--- src/rtl/l2_dir_ctrl.sv ---
// l2_dir_ctrl: blocking L2 directory controller for a two-core MESI model.
// Takes arbitrated core requests on msg1 and core/memory responses on msg3.
// Drives invalidations, memory loads/stores and grants on msg2. Each msg2
// message is a one-cycle registered pulse. The directory keeps per-tag
// state only; there is no L2 data array.
//
// Ports
//   clk, rst                         clock, async active-high reset
//   msg1_type/data/tag/source        request in (data ignored)
//   msg3_type/data/tag/source        response in (INV_FWD_ACK / LOAD_MEM_ACK)
//   msg2_type/data/tag/load_tag      message out
//   mesi_send, cache_owner           granted state and destination of DATA_ACK
//   share_list                       INV_FWD target mask
//   err_timeout                      sticky, set when a WAIT state expires
//
// state    | meaning
// ---------+-------------------------------------------------------------
// IDLE     | ready for a new request
// LOOKUP   | read the dir entry, pick the cores that must be invalidated
// SEND_INV | INV_FWD on msg2
// WAIT_INV | collect INV_FWD_ACKs from the targeted cores
// SEND_WB  | STORE_MEM on msg2 (dirty data returned by the EM owner)
// SEND_MEM | LOAD_MEM on msg2
// WAIT_MEM | wait for LOAD_MEM_ACK
// SEND_ACK | DATA_ACK on msg2, dir entry updated on exit

`timescale 1ns/1ps

module l2_dir_ctrl #(
    parameter int ACK_TIMEOUT = 15,
    parameter int MSG_WIDTH   = 4,
    parameter int DATA_WIDTH  = 8,
    parameter int TAG_WIDTH   = 4,
    parameter int OWNER_BITS  = 1,
    parameter int MESI_WIDTH  = 2,
    parameter int DIR_WIDTH   = 2,
    parameter int TAG_ARRAY   = 1 << TAG_WIDTH
) (
    input  logic                  clk,
    input  logic                  rst,
    input  logic [MSG_WIDTH-1:0]  msg1_type,
    input  logic [DATA_WIDTH-1:0] msg1_data,
    input  logic [TAG_WIDTH-1:0]  msg1_tag,
    input  logic [OWNER_BITS-1:0] msg1_source,
    input  logic [MSG_WIDTH-1:0]  msg3_type,
    input  logic [DATA_WIDTH-1:0] msg3_data,
    input  logic [TAG_WIDTH-1:0]  msg3_tag,
    input  logic [OWNER_BITS-1:0] msg3_source,
    output logic [MSG_WIDTH-1:0]  msg2_type,
    output logic [DATA_WIDTH-1:0] msg2_data,
    output logic [TAG_WIDTH-1:0]  msg2_tag,
    output logic [TAG_WIDTH-1:0]  msg2_load_tag,
    output logic [MESI_WIDTH-1:0] mesi_send,
    output logic [OWNER_BITS-1:0] cache_owner,
    output logic [DIR_WIDTH-1:0]  share_list,
    output logic                  err_timeout
);

    localparam logic [MSG_WIDTH-1:0] MSG_EMPTY        = MSG_WIDTH'(0);
    localparam logic [MSG_WIDTH-1:0] MSG_LOAD_REQ     = MSG_WIDTH'(1);
    localparam logic [MSG_WIDTH-1:0] MSG_STORE_REQ    = MSG_WIDTH'(2);
    localparam logic [MSG_WIDTH-1:0] MSG_INV_FWD      = MSG_WIDTH'(3);
    localparam logic [MSG_WIDTH-1:0] MSG_INV_FWD_ACK  = MSG_WIDTH'(4);
    localparam logic [MSG_WIDTH-1:0] MSG_LOAD_MEM     = MSG_WIDTH'(5);
    localparam logic [MSG_WIDTH-1:0] MSG_STORE_MEM    = MSG_WIDTH'(6);
    localparam logic [MSG_WIDTH-1:0] MSG_LOAD_MEM_ACK = MSG_WIDTH'(7);
    localparam logic [MSG_WIDTH-1:0] MSG_DATA_ACK     = MSG_WIDTH'(8);

    localparam logic [MESI_WIDTH-1:0] MESI_S = MESI_WIDTH'(1);
    localparam logic [MESI_WIDTH-1:0] MESI_E = MESI_WIDTH'(2);
    localparam logic [MESI_WIDTH-1:0] MESI_M = MESI_WIDTH'(3);

    localparam logic [1:0] ST_I  = 2'd0;
    localparam logic [1:0] ST_S  = 2'd1;
    localparam logic [1:0] ST_EM = 2'd2;

    localparam int TW = $clog2(ACK_TIMEOUT + 1);

    typedef enum logic [2:0] {
        S_IDLE, S_LOOKUP, S_SEND_INV, S_WAIT_INV,
        S_SEND_WB, S_SEND_MEM, S_WAIT_MEM, S_SEND_ACK
    } state_t;

    state_t state, state_d;

    logic [1:0]            dir_st  [TAG_ARRAY];
    logic [DIR_WIDTH-1:0]  dir_sh  [TAG_ARRAY];
    logic [OWNER_BITS-1:0] dir_own [TAG_ARRAY];

    logic                  req_store;
    logic [TAG_WIDTH-1:0]  req_tag;
    logic [OWNER_BITS-1:0] req_src;
    logic [DIR_WIDTH-1:0]  pending;
    logic                  got_data;
    logic [DATA_WIDTH-1:0] data_q;
    logic [TW-1:0]         timer;

    logic [1:0]            cur_st;
    logic [DIR_WIDTH-1:0]  cur_sh;
    logic [OWNER_BITS-1:0] cur_own;
    logic [DIR_WIDTH-1:0]  req_oh, own_oh, src3_oh, holders, tgt;
    logic                  req_valid, inv_ack, inv_done, owner_ack, mem_ack;
    logic [MESI_WIDTH-1:0] grant_mesi;
    logic                  timeout_hit;

    logic [MSG_WIDTH-1:0]  msg2_type_d;
    logic [DATA_WIDTH-1:0] msg2_data_d;
    logic [TAG_WIDTH-1:0]  msg2_tag_d, msg2_load_tag_d;
    logic [MESI_WIDTH-1:0] mesi_send_d;
    logic [OWNER_BITS-1:0] cache_owner_d;
    logic [DIR_WIDTH-1:0]  share_list_d;

    logic unused_msg1;
    assign unused_msg1 = ^msg1_data;

    // The dir entry of the in-flight tag cannot change until SEND_ACK, so it
    // is read live rather than copied at LOOKUP.
    always_comb begin
        cur_st    = dir_st[req_tag];
        cur_sh    = dir_sh[req_tag];
        cur_own   = dir_own[req_tag];
        req_oh    = DIR_WIDTH'(1) << req_src;
        own_oh    = DIR_WIDTH'(1) << cur_own;
        src3_oh   = DIR_WIDTH'(1) << msg3_source;
        req_valid = (msg1_type == MSG_LOAD_REQ) || (msg1_type == MSG_STORE_REQ);

        holders = '0;
        if (cur_st == ST_EM)
            holders = own_oh;
        else if (cur_st == ST_S)
            holders = cur_sh;
        tgt = holders & ~req_oh;

        inv_ack   = (state == S_WAIT_INV) && (msg3_type == MSG_INV_FWD_ACK) &&
                    (msg3_tag == req_tag) && ((pending & src3_oh) != '0);
        inv_done  = inv_ack && ((pending & ~src3_oh) == '0);
        owner_ack = inv_ack && (cur_st == ST_EM) && (msg3_source == cur_own);
        mem_ack   = (state == S_WAIT_MEM) && (msg3_type == MSG_LOAD_MEM_ACK) &&
                    (msg3_tag == req_tag);

        if (req_store)
            grant_mesi = MESI_M;
        else if (cur_st == ST_S)
            grant_mesi = MESI_S;
        else
            grant_mesi = MESI_E;
    end

    // Next state and next msg2 contents; msg2 is loaded on the edge that
    // enters the matching SEND_* state, so the message is visible there.
    always_comb begin
        state_d         = state;
        timeout_hit     = 1'b0;
        msg2_type_d     = MSG_EMPTY;
        msg2_data_d     = '0;
        msg2_tag_d      = '0;
        msg2_load_tag_d = '0;
        mesi_send_d     = '0;
        cache_owner_d   = '0;
        share_list_d    = '0;

        unique case (state)
            S_IDLE: begin
                if (req_valid)
                    state_d = S_LOOKUP;
            end
            S_LOOKUP: begin
                if ((tgt != '0) && (req_store || (cur_st == ST_EM))) begin
                    state_d      = S_SEND_INV;
                    msg2_type_d  = MSG_INV_FWD;
                    msg2_tag_d   = req_tag;
                    share_list_d = tgt;
                end else begin
                    state_d         = S_SEND_MEM;
                    msg2_type_d     = MSG_LOAD_MEM;
                    msg2_load_tag_d = req_tag;
                end
            end
            S_SEND_INV: state_d = S_WAIT_INV;
            S_WAIT_INV: begin
                if (inv_done) begin
                    if (got_data || owner_ack) begin
                        state_d         = S_SEND_WB;
                        msg2_type_d     = MSG_STORE_MEM;
                        msg2_tag_d      = req_tag;
                        msg2_load_tag_d = req_tag;
                        msg2_data_d     = owner_ack ? msg3_data : data_q;
                    end else begin
                        state_d         = S_SEND_MEM;
                        msg2_type_d     = MSG_LOAD_MEM;
                        msg2_load_tag_d = req_tag;
                    end
                end else if (timer == TW'(1)) begin
                    timeout_hit = 1'b1;
                    state_d     = S_IDLE;
                end
            end
            S_SEND_WB: begin
                state_d       = S_SEND_ACK;
                msg2_type_d   = MSG_DATA_ACK;
                msg2_data_d   = data_q;
                msg2_tag_d    = req_tag;
                mesi_send_d   = grant_mesi;
                cache_owner_d = req_src;
            end
            S_SEND_MEM: state_d = S_WAIT_MEM;
            S_WAIT_MEM: begin
                if (mem_ack) begin
                    state_d       = S_SEND_ACK;
                    msg2_type_d   = MSG_DATA_ACK;
                    msg2_data_d   = msg3_data;
                    msg2_tag_d    = req_tag;
                    mesi_send_d   = grant_mesi;
                    cache_owner_d = req_src;
                end else if (timer == TW'(1)) begin
                    timeout_hit = 1'b1;
                    state_d     = S_IDLE;
                end
            end
            S_SEND_ACK: state_d = S_IDLE;
            default:    state_d = S_IDLE;
        endcase
    end

    always_ff @(posedge clk or posedge rst) begin
        if (rst) begin
            state         <= S_IDLE;
            req_store     <= 1'b0;
            req_tag       <= '0;
            req_src       <= '0;
            pending       <= '0;
            got_data      <= 1'b0;
            data_q        <= '0;
            timer         <= '0;
            err_timeout   <= 1'b0;
            msg2_type     <= MSG_EMPTY;
            msg2_data     <= '0;
            msg2_tag      <= '0;
            msg2_load_tag <= '0;
            mesi_send     <= '0;
            cache_owner   <= '0;
            share_list    <= '0;
            for (int i = 0; i < TAG_ARRAY; i++) begin
                dir_st[i]  <= ST_I;
                dir_sh[i]  <= '0;
                dir_own[i] <= '0;
            end
        end else begin
            state         <= state_d;
            msg2_type     <= msg2_type_d;
            msg2_data     <= msg2_data_d;
            msg2_tag      <= msg2_tag_d;
            msg2_load_tag <= msg2_load_tag_d;
            mesi_send     <= mesi_send_d;
            cache_owner   <= cache_owner_d;
            share_list    <= share_list_d;

            if ((state == S_IDLE) && req_valid) begin
                req_store <= (msg1_type == MSG_STORE_REQ);
                req_tag   <= msg1_tag;
                req_src   <= msg1_source;
            end

            if (state == S_LOOKUP) begin
                pending  <= tgt;
                got_data <= 1'b0;
            end

            if (inv_ack)
                pending <= pending & ~src3_oh;
            if (owner_ack) begin
                data_q   <= msg3_data;
                got_data <= 1'b1;
            end
            if (mem_ack)
                data_q <= msg3_data;

            // Down-counter armed on the way into either WAIT state.
            if ((state == S_SEND_INV) || (state == S_SEND_MEM))
                timer <= TW'(ACK_TIMEOUT);
            else if (((state == S_WAIT_INV) || (state == S_WAIT_MEM)) && (timer != '0))
                timer <= timer - TW'(1);

            if (timeout_hit)
                err_timeout <= 1'b1;

            if (state == S_SEND_ACK) begin
                if (!req_store && (cur_st == ST_S)) begin
                    dir_sh[req_tag] <= cur_sh | req_oh;
                end else begin
                    dir_st[req_tag]  <= ST_EM;
                    dir_own[req_tag] <= req_src;
                    dir_sh[req_tag]  <= req_oh;
                end
            end
        end
    end

endmodule

--- config.mk ---
export PLATFORM = sky130hd
export DESIGN_NAME = l2_dir_ctrl
export DESIGN_NICKNAME = d
export VERILOG_FILES = /design/src/rtl/l2_dir_ctrl.sv
export SDC_FILE = /design/constraint.sdc
export NUM_CORES = 1
export LEC_CHECK = 0
export ABC_CLOCK_PERIOD_IN_PS = 7500
export CAP_MARGIN = 20
export CORE_MARGIN = 2
export CORE_UTILIZATION = 49
export DETAILED_ROUTE_END_ITERATION = 10
export GPL_TIMING_DRIVEN = 0
export PLACE_DENSITY = 0.71
export SYNTH_ARGS = -nofsm -noshare
export SYNTH_HDL_FRONTEND = slang
export SYNTH_SLANG_ARGS = --single-unit
--- constraint.sdc ---
create_clock -name clk -period 7.5 [get_ports clk]
set_clock_uncertainty 0.05 [all_clocks]
set_input_delay 1.875 -clock clk [delete_from_list [all_inputs] [get_ports clk]]
set_output_delay 1.875 -clock clk [all_outputs]
set_load 0.01 [all_outputs]
# --- Yosys cells after proc, flatten, opt, wreduce, memory -nomap -nowiden ---
# Index checks and enable logic that the tools add are counted.
classes:
  mux: 63
  bitwise: 11
  shifts: 3
  div_mod_pow: 0
  n_eq_ne: 17
  multipliers: 0
  order_cmp: 2
  reduce_logical: 28
  addsub: 1
op_table:
  columns: ["op", "count"]
  rows:
  - ["$bwmux 32", 2]
  - ["$mux 8", 5]
  - ["$mux 4", 9]
  - ["$mux 32", 1]
  - ["$pmux 4 s4", 2]
  - ["$mux 2", 15]
  - ["$pmux 3 s8", 1]
  - ["$pmux 8 s3", 1]
  - ["$mux 3", 7]
  - ["$and 16x16->16", 1]
  - ["$bmux 2 s4", 2]
  - ["$bwmux 16", 1]
  - ["$not 16->16", 1]
  - ["$or 16x16->16", 1]
  - ["$logic_and 1x1->1", 13]
  - ["$eq 3x3->1 const B", 4]
  - ["$mux 1", 10]
  - ["$reduce_bool 2->1", 5]
  - ["$demux 2 s4", 1]
  - ["$eq 4x1->1 const B", 2]
  - ["$eq 4x3->1 const B", 2]
  - ["$pmux 4 s2", 1]
  - ["$and 2x2->2", 3]
  - ["$eq 3x2->1 const B", 2]
  - ["other kinds (25)", 33]
totals:
  memories: 0
  register_bits: 130
  input_bits: 36
  output_inout_bits: 26
  rom_bits: 0
  latchBits: 0
  ramBits: 0

# --- Depth between registers and ports, before layout ---
# Gate-level depths: netlist (run 1).
logic_depth:
  depth_word: 12
  depth_mapped: 10
  mapped_depth_nobuf: 7

# --- Worst setup path after synthesis (run 1) ---
# Ideal clock, no wire load.
synth_path:
  path_type: "input to register"
  startpoint: "input msg3_tag[1]"
  endpoint: "register data_q[0]"
  cell_stages: 6
  slack_ns: 3.915
  arrival_ns: 3.410
  t_required_ns: 7.325
  n_path_buf: 0
  setup_time_ns: 0.125
  path_cell_list: "xor2_1 > nor3_1 > nand3_1 > a221o_1 > nand2_4 > mux2_4"
synth_via:
  elab_chain_cells: 7
  word_cells_on_any_way: 8
  cone_classes: "eq/ne: 1; mux: 2; reduce/logical: 5"
synth_rtl:
  columns: ["element", "line_no", "text"]
  rows:
  - ["from (decl)", "47", "input logic [TAG_WIDTH-1:0] msg3_tag,"]
  - ["$eq 4x4->1 *", "135, 139", null]
  - ["$logic_and 1x1->1", "134", "inv_ack = (state == S_WAIT_INV) && (msg3_type == MSG_INV_FWD_ACK) &&"]
  - ["$logic_and 1x1->1", "135", "(msg3_tag == req_tag) && ((pending & src3_oh) != '0);"]
  - ["$logic_and 1x1->1 (2 in a row)", "137", "owner_ack = inv_ack && (cur_st == ST_EM) && (msg3_source == cur_own);"]
  - ["$mux 8", null, null]
  - ["$mux 8 *", "275", "if (mem_ack)"]
  - ["to (signal assigned)", "272", "data_q <= msg3_data;"]
  - ["to (signal assigned)", "276", "data_q <= msg3_data;"]
  - ["to (decl)", "95", "logic [DATA_WIDTH-1:0] data_q;"]
# Every way passes the cells marked *; elsewhere a longest branch is shown, timed or not.
# A chain may end at the register's enable or synchronous reset.

# --- Final worst setup path (run 1) ---
layout_path:
  startpoint: "input msg3_tag[1]"
  endpoint: "register data_q[1]"
# The elaborated chain is that of the path after synthesis.

==> results of run 1 <==
==> per-stage QoR <==
| stage | hold slack (ns) | total power [uW] | instance area, um^2 | setup slack (ns) | std cells |
|---|---|---|---|---|---|
| final | 0.4116 | 2631 | 7257 | 3.468 | 744 |
| after global routing | 0.4335 | 2782 | 7257 | 3.356 | 744 |
| after floorplan | 0.3780 | 1550 | 5929 | 2.106 | 513 |
| after global placement | 0.3972 | 1793 | 6644 | 0.5183 | 713 |
| after detailed placement | 0.3970 | 1821 | 6676 | 3.156 | 714 |
| after CTS | 0.4136 | 2638 | 7257 | 3.516 | 744 |
==> layer usage <==
metal	vias to the layer above	part of all wire, %
met1	2065	44
met4	0	2.3
met2	180	48
met5	-	0
met3	25	5.9
li1	1955	-
==> cells by family after synthesis <==
logic type / after synthesis / share of synthesized area (%)
adder cells (fa/ha/maj): 3 / 0.6331
XOR/XNOR: 8 / 1.182
AO/OA/AOI/OAI: 84 / 9.855
AND/OR/NAND/NOR: 200 / 16.40
flip-flops: 130 / 54.86
multiplexers: 56 / 14.88
buffers and inverters: 32 / 2.194
==> area by class of cell <==
| type | count | area (um^2) |
|---|---|---|
| Buffer | 23 | 96.34 |
| Clock buffer | 25 | 505.5 |
| Clock inverter | 5 | 75.07 |
| Fill cell | 967 | 4654 |
| Inverter | 9 | 38.79 |
| Multi-Input combinational cell | 351 | 2546 |
| Sequential cell | 130 | 3253 |
| Tap cell | 147 | 183.9 |
| Timing Repair Buffer | 54 | 558.0 |
==> state kept, by name, indices dropped and copies added (netlist names) <==
signal and count:
msg2_data 8, mesi_send 2, msg2_load_tag 4, timer 4
dir_own 16, err_timeout 1, req_store 1, got_data 1
msg2_tag 4, share_list 2, msg2_type 4, state 3
data_q 8, req_src 1, pending 2, cache_owner 1
req_tag 4, dir_st 32, dir_sh 32
==> worst max-delay path, delay by kind of cell <==
family,cells,cell delay [ns]
xor gates and xnor gates,1,0.16
buffers and inverters,1,0.43
and+or+nand+nor,3,1.07
AOI/OAI and AO/OA,1,0.41
muxes,1,0.32
==> cells in the final DEF, fill, tap and decap left out, drive strengths merged, types with 2 or more instances in the layout <==
| cell | n |
|---|---|
| and2 | 15 |
| clkdlybuf4s50 | 53 |
| xor2 | 4 |
| nand3b | 2 |
| buf | 8 |
| inv | 9 |
| o2bb2ai | 2 |
| mux2 | 33 |
| a22oi | 4 |
| nand2 | 62 |
| nand3 | 13 |
| nand2b | 14 |
| a31oi | 3 |
| clkbuf | 41 |
| dfrtp | 130 |
| mux2i | 3 |
| a41o | 3 |
| a21oi | 25 |
| bufinv | 2 |
| or2 | 8 |
| or3b | 2 |
| nor2b | 19 |
| or3 | 3 |
| ha | 3 |
| o211ai | 5 |
| clkinv | 3 |
| a22o | 9 |
| o21ai | 24 |
| xnor2 | 4 |
| nor2 | 46 |
| mux4 | 20 |
| nand4 | 2 |
| nor4 | 2 |
| nor3 | 9 |
==> final timing paths <==
path / depth (start not counted) / slack, ns / start / endpoint
worst max-delay path: 7 / 3.47 / msg3_tag[1] / data_q[1]
worst min-delay path: 1 / 0.41 / dir_st[19] / dir_st[19]
worst max register to register: 8 / 3.98 / req_tag[1] / data_q[1]
worst min register to register: 1 / 0.41 / dir_st[19] / dir_st[19]
max in group asynchronous: 3 / 4.85 / rst / dir_own[0]
min in group asynchronous: 2 / 1.83 / rst / timer[2]
==> report_power, final <==
group          internal (uW)  total [uW]  switching (uW)
logic                    374         899             526
clock network            527         806             279
registers                847         925            77.9
==> impl_metrics.env, run 1 <==
export IMPL_setup_violations=0
export IMPL_synthDistinctLibCells=54
export IMPL_hold_class="flip-flop to flip-flop"
export IMPL_grt_pass1_wl_um=22630
export IMPL_tns_ns=0
export IMPL_yosysSeqAreaShare_pct=54.86
export IMPL_fin_crit_ns=4.032
export IMPL_grt_util_all_layers_pct=23.05
export IMPL_clock_latency_ns=0.42
export IMPL_drt_total_wl_um=13700
export IMPL_hold_viol_final=0
export IMPL_antenna_found_initial=0
export IMPL_antenna_cells=0
export IMPL_power_density_nw_per_um2=362.5
export IMPL_ys_ff_latch=130
export IMPL_initial_core_util_pct=49.78
export IMPL_syn_num_nets=552
export IMPL_grt_use_met3_pct=5.207
export IMPL_yosysMostFrequentCell="dfrtp_1"
export IMPL_grt_most_used_layer="met2"
export IMPL_required_ns=7.75
export IMPL_slowest_stage="nor3_1"
export IMPL_maxCapViolations=0
export IMPL_synth_edff_count=0
export IMPL_finalMaxSlewViolations=0
export IMPL_rows=40
export IMPL_fin_nets=625
export IMPL_drive_gt1_share_pct=16.75
export IMPL_final_core_util_pct=60.92
export IMPL_root_buffer="clkbuf_16"
export IMPL_post_cts_buffers=0
export IMPL_synth_cells=513
export IMPL_async_reset_ff_share_pct=100.0
export IMPL_synthesis_area_um2=5929
export IMPL_path_cells="clkdlybuf4s50_1, xor2_1, nor3_1, nand3_1, a221o_1, nand2_4, mux2_4"
export IMPL_gp_congestion=0.8856
export IMPL_clock_sinks=130
export IMPL_synthFlopType="dfrtp_1"
export IMPL_grt_util_met1_pct=31.25
export IMPL_slowest_delay_ns=0.58
export IMPL_port_buffer_count=53
export IMPL_rsz0062_at_grt="false"
export IMPL_drt_iter0_drc=424
export IMPL_vias_per_cell=5.679
export IMPL_die_w_um=114.0
export IMPL_path_max_fanout=8
export IMPL_clk_pin_slew_ns=0.05
export IMPL_place_hpwl_um=9764
export IMPL_die_area_um2=13000
export IMPL_post_route_period_util_pct=53.76
export IMPL_via_count=4225
export IMPL_coreArea_um2=11910
export IMPL_max_freq_ghz=0.2480
export IMPL_syn_area_per_cell_um2=11.56
export IMPL_post_route_drc_count=0
export IMPL_yosysTopAreaCell="dfrtp_1"
export IMPL_slew_headroom_pct=37.53
export IMPL_area_growth_pct=22.39
export IMPL_cts_tree="built"
export IMPL_overflow=0
export IMPL_cts_htree_levels=4
export IMPL_die_y_um=114.0
export IMPL_status="complete, no violations"
export IMPL_yosysWarnings=0
export IMPL_grt_use_met2_pct=35.83
export IMPL_ctsResizeCount=0
export IMPL_ant_nets=0
export IMPL_grt_pass1_vias=4292
export IMPL_cp_end_kind="flip-flop"
export IMPL_wire_per_inst_um=18.42
export IMPL_synthTopCellsByCount="dfrtp_1 (130), nand2_1 (61), nor2_1 (46), mux2_2 (25), a21oi_1 (23)"
export IMPL_first_pass_iters=5
export IMPL_cp_start_kind="input pin"
export IMPL_irDropWorstVdd_uv=175.8
export IMPL_cts_hold_buf=0
export IMPL_yosys_top_cells_area="dfrtp_1 (55%), mux4_2 (7.6%), mux2_2 (4.7%)"
export IMPL_crit_arrival_ns=4.28
export IMPL_worst_slew_pin_slew_ns=0.9351
export IMPL_cts_buffers_inserted=17
export IMPL_grt_max_degree=74
export IMPL_io_pin_count=62
export IMPL_cts_max_path_buffers=2
export IMPL_cellLeakagePower_uw=0.003313
export IMPL_critical_path_class="input pin to flip-flop"
export IMPL_synth_top_area_share_pct=54.86
(Power assumes the default switching activity.)
==> run 2, diff against run 1 <==
--- a/config.mk
+++ b/config.mk
@@ -5,13 +5,13 @@
 export SDC_FILE = /design/constraint.sdc
 export NUM_CORES = 1
 export LEC_CHECK = 0
-export ABC_CLOCK_PERIOD_IN_PS = 7500
+export ABC_CLOCK_PERIOD_IN_PS = 3500
 export CAP_MARGIN = 20
 export CORE_MARGIN = 2
 export CORE_UTILIZATION = 49
 export DETAILED_ROUTE_END_ITERATION = 10
 export GPL_TIMING_DRIVEN = 0
-export PLACE_DENSITY = 0.71
+export PLACE_DENSITY = 0.73
 export SYNTH_ARGS = -nofsm -noshare
 export SYNTH_HDL_FRONTEND = slang
 export SYNTH_SLANG_ARGS = --single-unit
==> constraint.sdc (replaced) <==
create_clock -name clk -period 3.5 [get_ports clk]
set_clock_uncertainty 0.05 [all_clocks]
set_input_delay 0.875 -clock clk [delete_from_list [all_inputs] [get_ports clk]]
set_output_delay 0.875 -clock clk [all_outputs]
set_load 0.01 [all_outputs]
==> run 2 against run 1 <==
Non-clock buffer count increased by 1. Clock power grew 100%. Sequential power is 110% higher. Via count rose by 1.5%. Die area stayed put. Register-to-register slack worse by 3.8 ns. Combinational power grew 110%. Final area is essentially flat. Sequential cell count did not move. Cell count grew 0.27%. Global-route usage about the same. Critical path type is now flip-flop to flip-flop. Critical endpoint is now data_q[5].
==> impl_metrics.env, run 2 (synthesized netlist as in run 1, its figures left out) <==
export IMPL_final_cell_mix="dfrtp_1 (130), nand2_1 (61), clkdlybuf4s50_1 (53), nor2_1 (46), mux2_2 (25)"
export IMPL_port_buffer_count=53
export IMPL_fill_cells=985
export IMPL_via_count=4290
export IMPL_cellLeakagePower_uw=0.003294
export IMPL_maxCapViolations=0
export IMPL_p_clk_share_pct=29.7
export IMPL_reg2reg_from="req_tag[0]"
export IMPL_fin_crit_ns=3.271
export IMPL_crit_arrival_ns=3.52
export IMPL_die_y_um=114.0
export IMPL_cts_tree="built"
export IMPL_power_frac_comb_pct=34.7
export IMPL_crit_end="data_q[5]"
export IMPL_antenna_found_initial=0
export IMPL_r2r_end="data_q[5]"
export IMPL_cp_common_cell="buf_2"
export IMPL_crit_start="req_tag[0]"
export IMPL_post_route_drc_count=0
export IMPL_grt_util_met1_pct=31.30
export IMPL_ant_nets=0
export IMPL_first_pass_iters=5
export IMPL_die_area_um2=13000
export IMPL_r2r_worst_path_cells=9
export IMPL_cts_buffers_inserted=17
export IMPL_drt_total_wl_um=13790
export IMPL_critical_path_class="flip-flop to flip-flop"
export IMPL_vias_per_cell=5.751
export IMPL_rows=40
export IMPL_cp_end_kind="flip-flop"
export IMPL_coreArea_um2=11910
export IMPL_layout_commonest_cell="dfrtp_1"
export IMPL_place_hpwl_um=9908
export IMPL_rrSetupSlack_ns=0.23
export IMPL_gp_congestion=0.9140
export IMPL_grt_util_all_layers_pct=23.02
export IMPL_path_cells="buf_4, buf_2, buf_2, mux4_2, a22oi_1, nand3_1, a221o_1, nand2_4, mux2_4"
export IMPL_multi_input_area_um2=2555
export IMPL_cts_max_path_buffers=2
export IMPL_area_growth_pct=22.30
export IMPL_grt_use_met2_pct=36.87
export IMPL_drt_iter0_drc=431
export IMPL_hold_viol_final=0
export IMPL_intPower_uw=3613
export IMPL_clock_sinks=130
export IMPL_slowest_stage="a221o_1"
export IMPL_overflow=0
export IMPL_wire_per_inst_um=18.49
export IMPL_cts_htree_levels=4
export IMPL_grt_use_met3_pct=5.685
export IMPL_setup_violations=0
export IMPL_pwr_share_seq_pct=35.6
export IMPL_rsz0062_at_grt="false"
export IMPL_clock_latency_ns=0.41
export IMPL_slew_headroom_pct=38.95
export IMPL_cp_start_kind="flip-flop"
export IMPL_grt_max_degree=47
export IMPL_max_freq_ghz=0.3057
export IMPL_slowest_delay_ns=0.42
export IMPL_irDropWorstVdd_uv=371.3
export IMPL_power_switching_uw=1951
export IMPL_io_pin_count=62
export IMPL_drive_gt1_share_pct=18.03
export IMPL_fin_nets=626
export IMPL_post_route_period_util_pct=93.45
export IMPL_root_buffer="clkbuf_16"
export IMPL_seq_area_um2=3253
export IMPL_worst_slew_pin_slew_ns=0.9138
export IMPL_antenna_cells=0
export IMPL_path_max_fanout=10
export IMPL_status="complete, no violations"
export IMPL_clk_pin_slew_ns=0.06
export IMPL_swShare_pct=35.07
export IMPL_final_cells=746
export IMPL_hold_class="flip-flop to flip-flop"
export IMPL_die_w_um=114.0
export IMPL_finalMaxSlewViolations=0
export IMPL_initial_core_util_pct=49.78
export IMPL_grt_pass1_wl_um=22670
export IMPL_grt_most_used_layer="met2"
export IMPL_power_uw=5564
export IMPL_grt_pass1_vias=4382
export IMPL_place_inst=715
export IMPL_required_ns=3.74
export IMPL_reg_top3="dir_sh: 32 flops, dir_st: 32 flops, dir_own: 16 flops"
export IMPL_power_density_nw_per_um2=767.2
==> run 2: power groups by stage <==
stage,Clock [uW],Sequential [uW],Combinational [uW]
4_1_cts,1680,1980,1910
3_3_place_gp,0,1990,1850
2_1_floorplan,0,1980,1350
5_1_grt,1740,2020,2120
3_5_place_dp,0,2000,1900
6_report,1650,1980,1930
==> run 2: cell type report <==
type | count | area share, %
flip-flops and latches | 130 | 44.86
multi-input cells | 351 | 35.23
repair buffers | 55 | 7.867
clock buffers | 19 | 6.108
well taps | 147 | 2.536
clock inverters | 12 | 1.518
plain buffers | 23 | 1.363
inverters | 9 | 0.5176
==> run 2: how the worst min path moves through the flow <==
stage / start / end / slack (ns) / cells after the start
finish: dir_st[25] / dir_st[25] / 0.42 / 1
global route: dir_st[11] / dir_st[11] / 0.43 / 1
CTS: dir_st[5] / dir_st[5] / 0.42 / 1
detailed placement: dir_st[21] / dir_st[21] / 0.40 / 1
global placement: dir_st[13] / dir_st[13] / 0.40 / 1
floorplan: dir_st[21] / dir_st[21] / 0.38 / 1
==> run 2: through the flow <==
stage / instance area, um^2 / worst slack [ns] / TNS, ns / hold WS, ns / utilization (%)
4_1_cts: 7241 / 0.03414 / 0 / 0.4164 / 60.79
3_3_place_gp: 6648 / -0.07454 / -8.297 / 0.3965 / 55.81
3_5_place_dp: 6688 / 0.06015 / 0 / 0.4013 / 56.15
6_report: 7252 / 0.2291 / 0 / 0.4155 / 60.88
5_1_grt: 7252 / 0.02372 / 0 / 0.4302 / 60.88
2_1_floorplan: 5933 / 0.7004 / 0 / 0.3780 / -
==> run 2: worst max-delay path, delay by kind of cell (launching register included) <==
family                 cells  cell delay (ns)
AOI/OAI and AO/OA          2             0.73
buffers and inverters      3             0.95
DFF                        1             0.32
muxes                      2             0.71
and+or+nand+nor            2             0.39
==> run 2: routing by layer <==
metal	part of all wire (%)	wire, um	vias up
met3	6.4	888	25
met2	48	6602	175
li1	-	-	1956
met1	44	6063	2134
met4	1.7	238	0
met5	0	0	-
==> run 2: what timing repair did <==
action	in CTS	in global routing
hold endpoints to repair	0	0
setup endpoints to repair	0	38
hold buffers	0	0
resized for setup	0	6
setup buffers	0	0
==> run 3, diff against run 2 <==
--- a/config.mk
+++ b/config.mk
@@ -11,6 +11,7 @@
 export CORE_UTILIZATION = 49
 export DETAILED_ROUTE_END_ITERATION = 10
 export GPL_TIMING_DRIVEN = 0
+export HOLD_SLACK_MARGIN = 0.08
 export PLACE_DENSITY = 0.73
 export SYNTH_ARGS = -nofsm -noshare
 export SYNTH_HDL_FRONTEND = slang
==> constraint.sdc (replaced) <==
create_clock -name clk -period 3.5 [get_ports clk]
set_clock_uncertainty 0.05 [all_clocks]
set_input_delay 0.875 -clock clk [delete_from_list [all_inputs] [get_ports clk]]
set_output_delay 0.875 -clock clk [all_outputs]
set_load 0.02 [all_outputs]
==> results of run 3 <==
The final DEF is identical to that of run 2. Status: complete, no violations.
Main changes from that run: total power 5564 uW -> 5601 uW
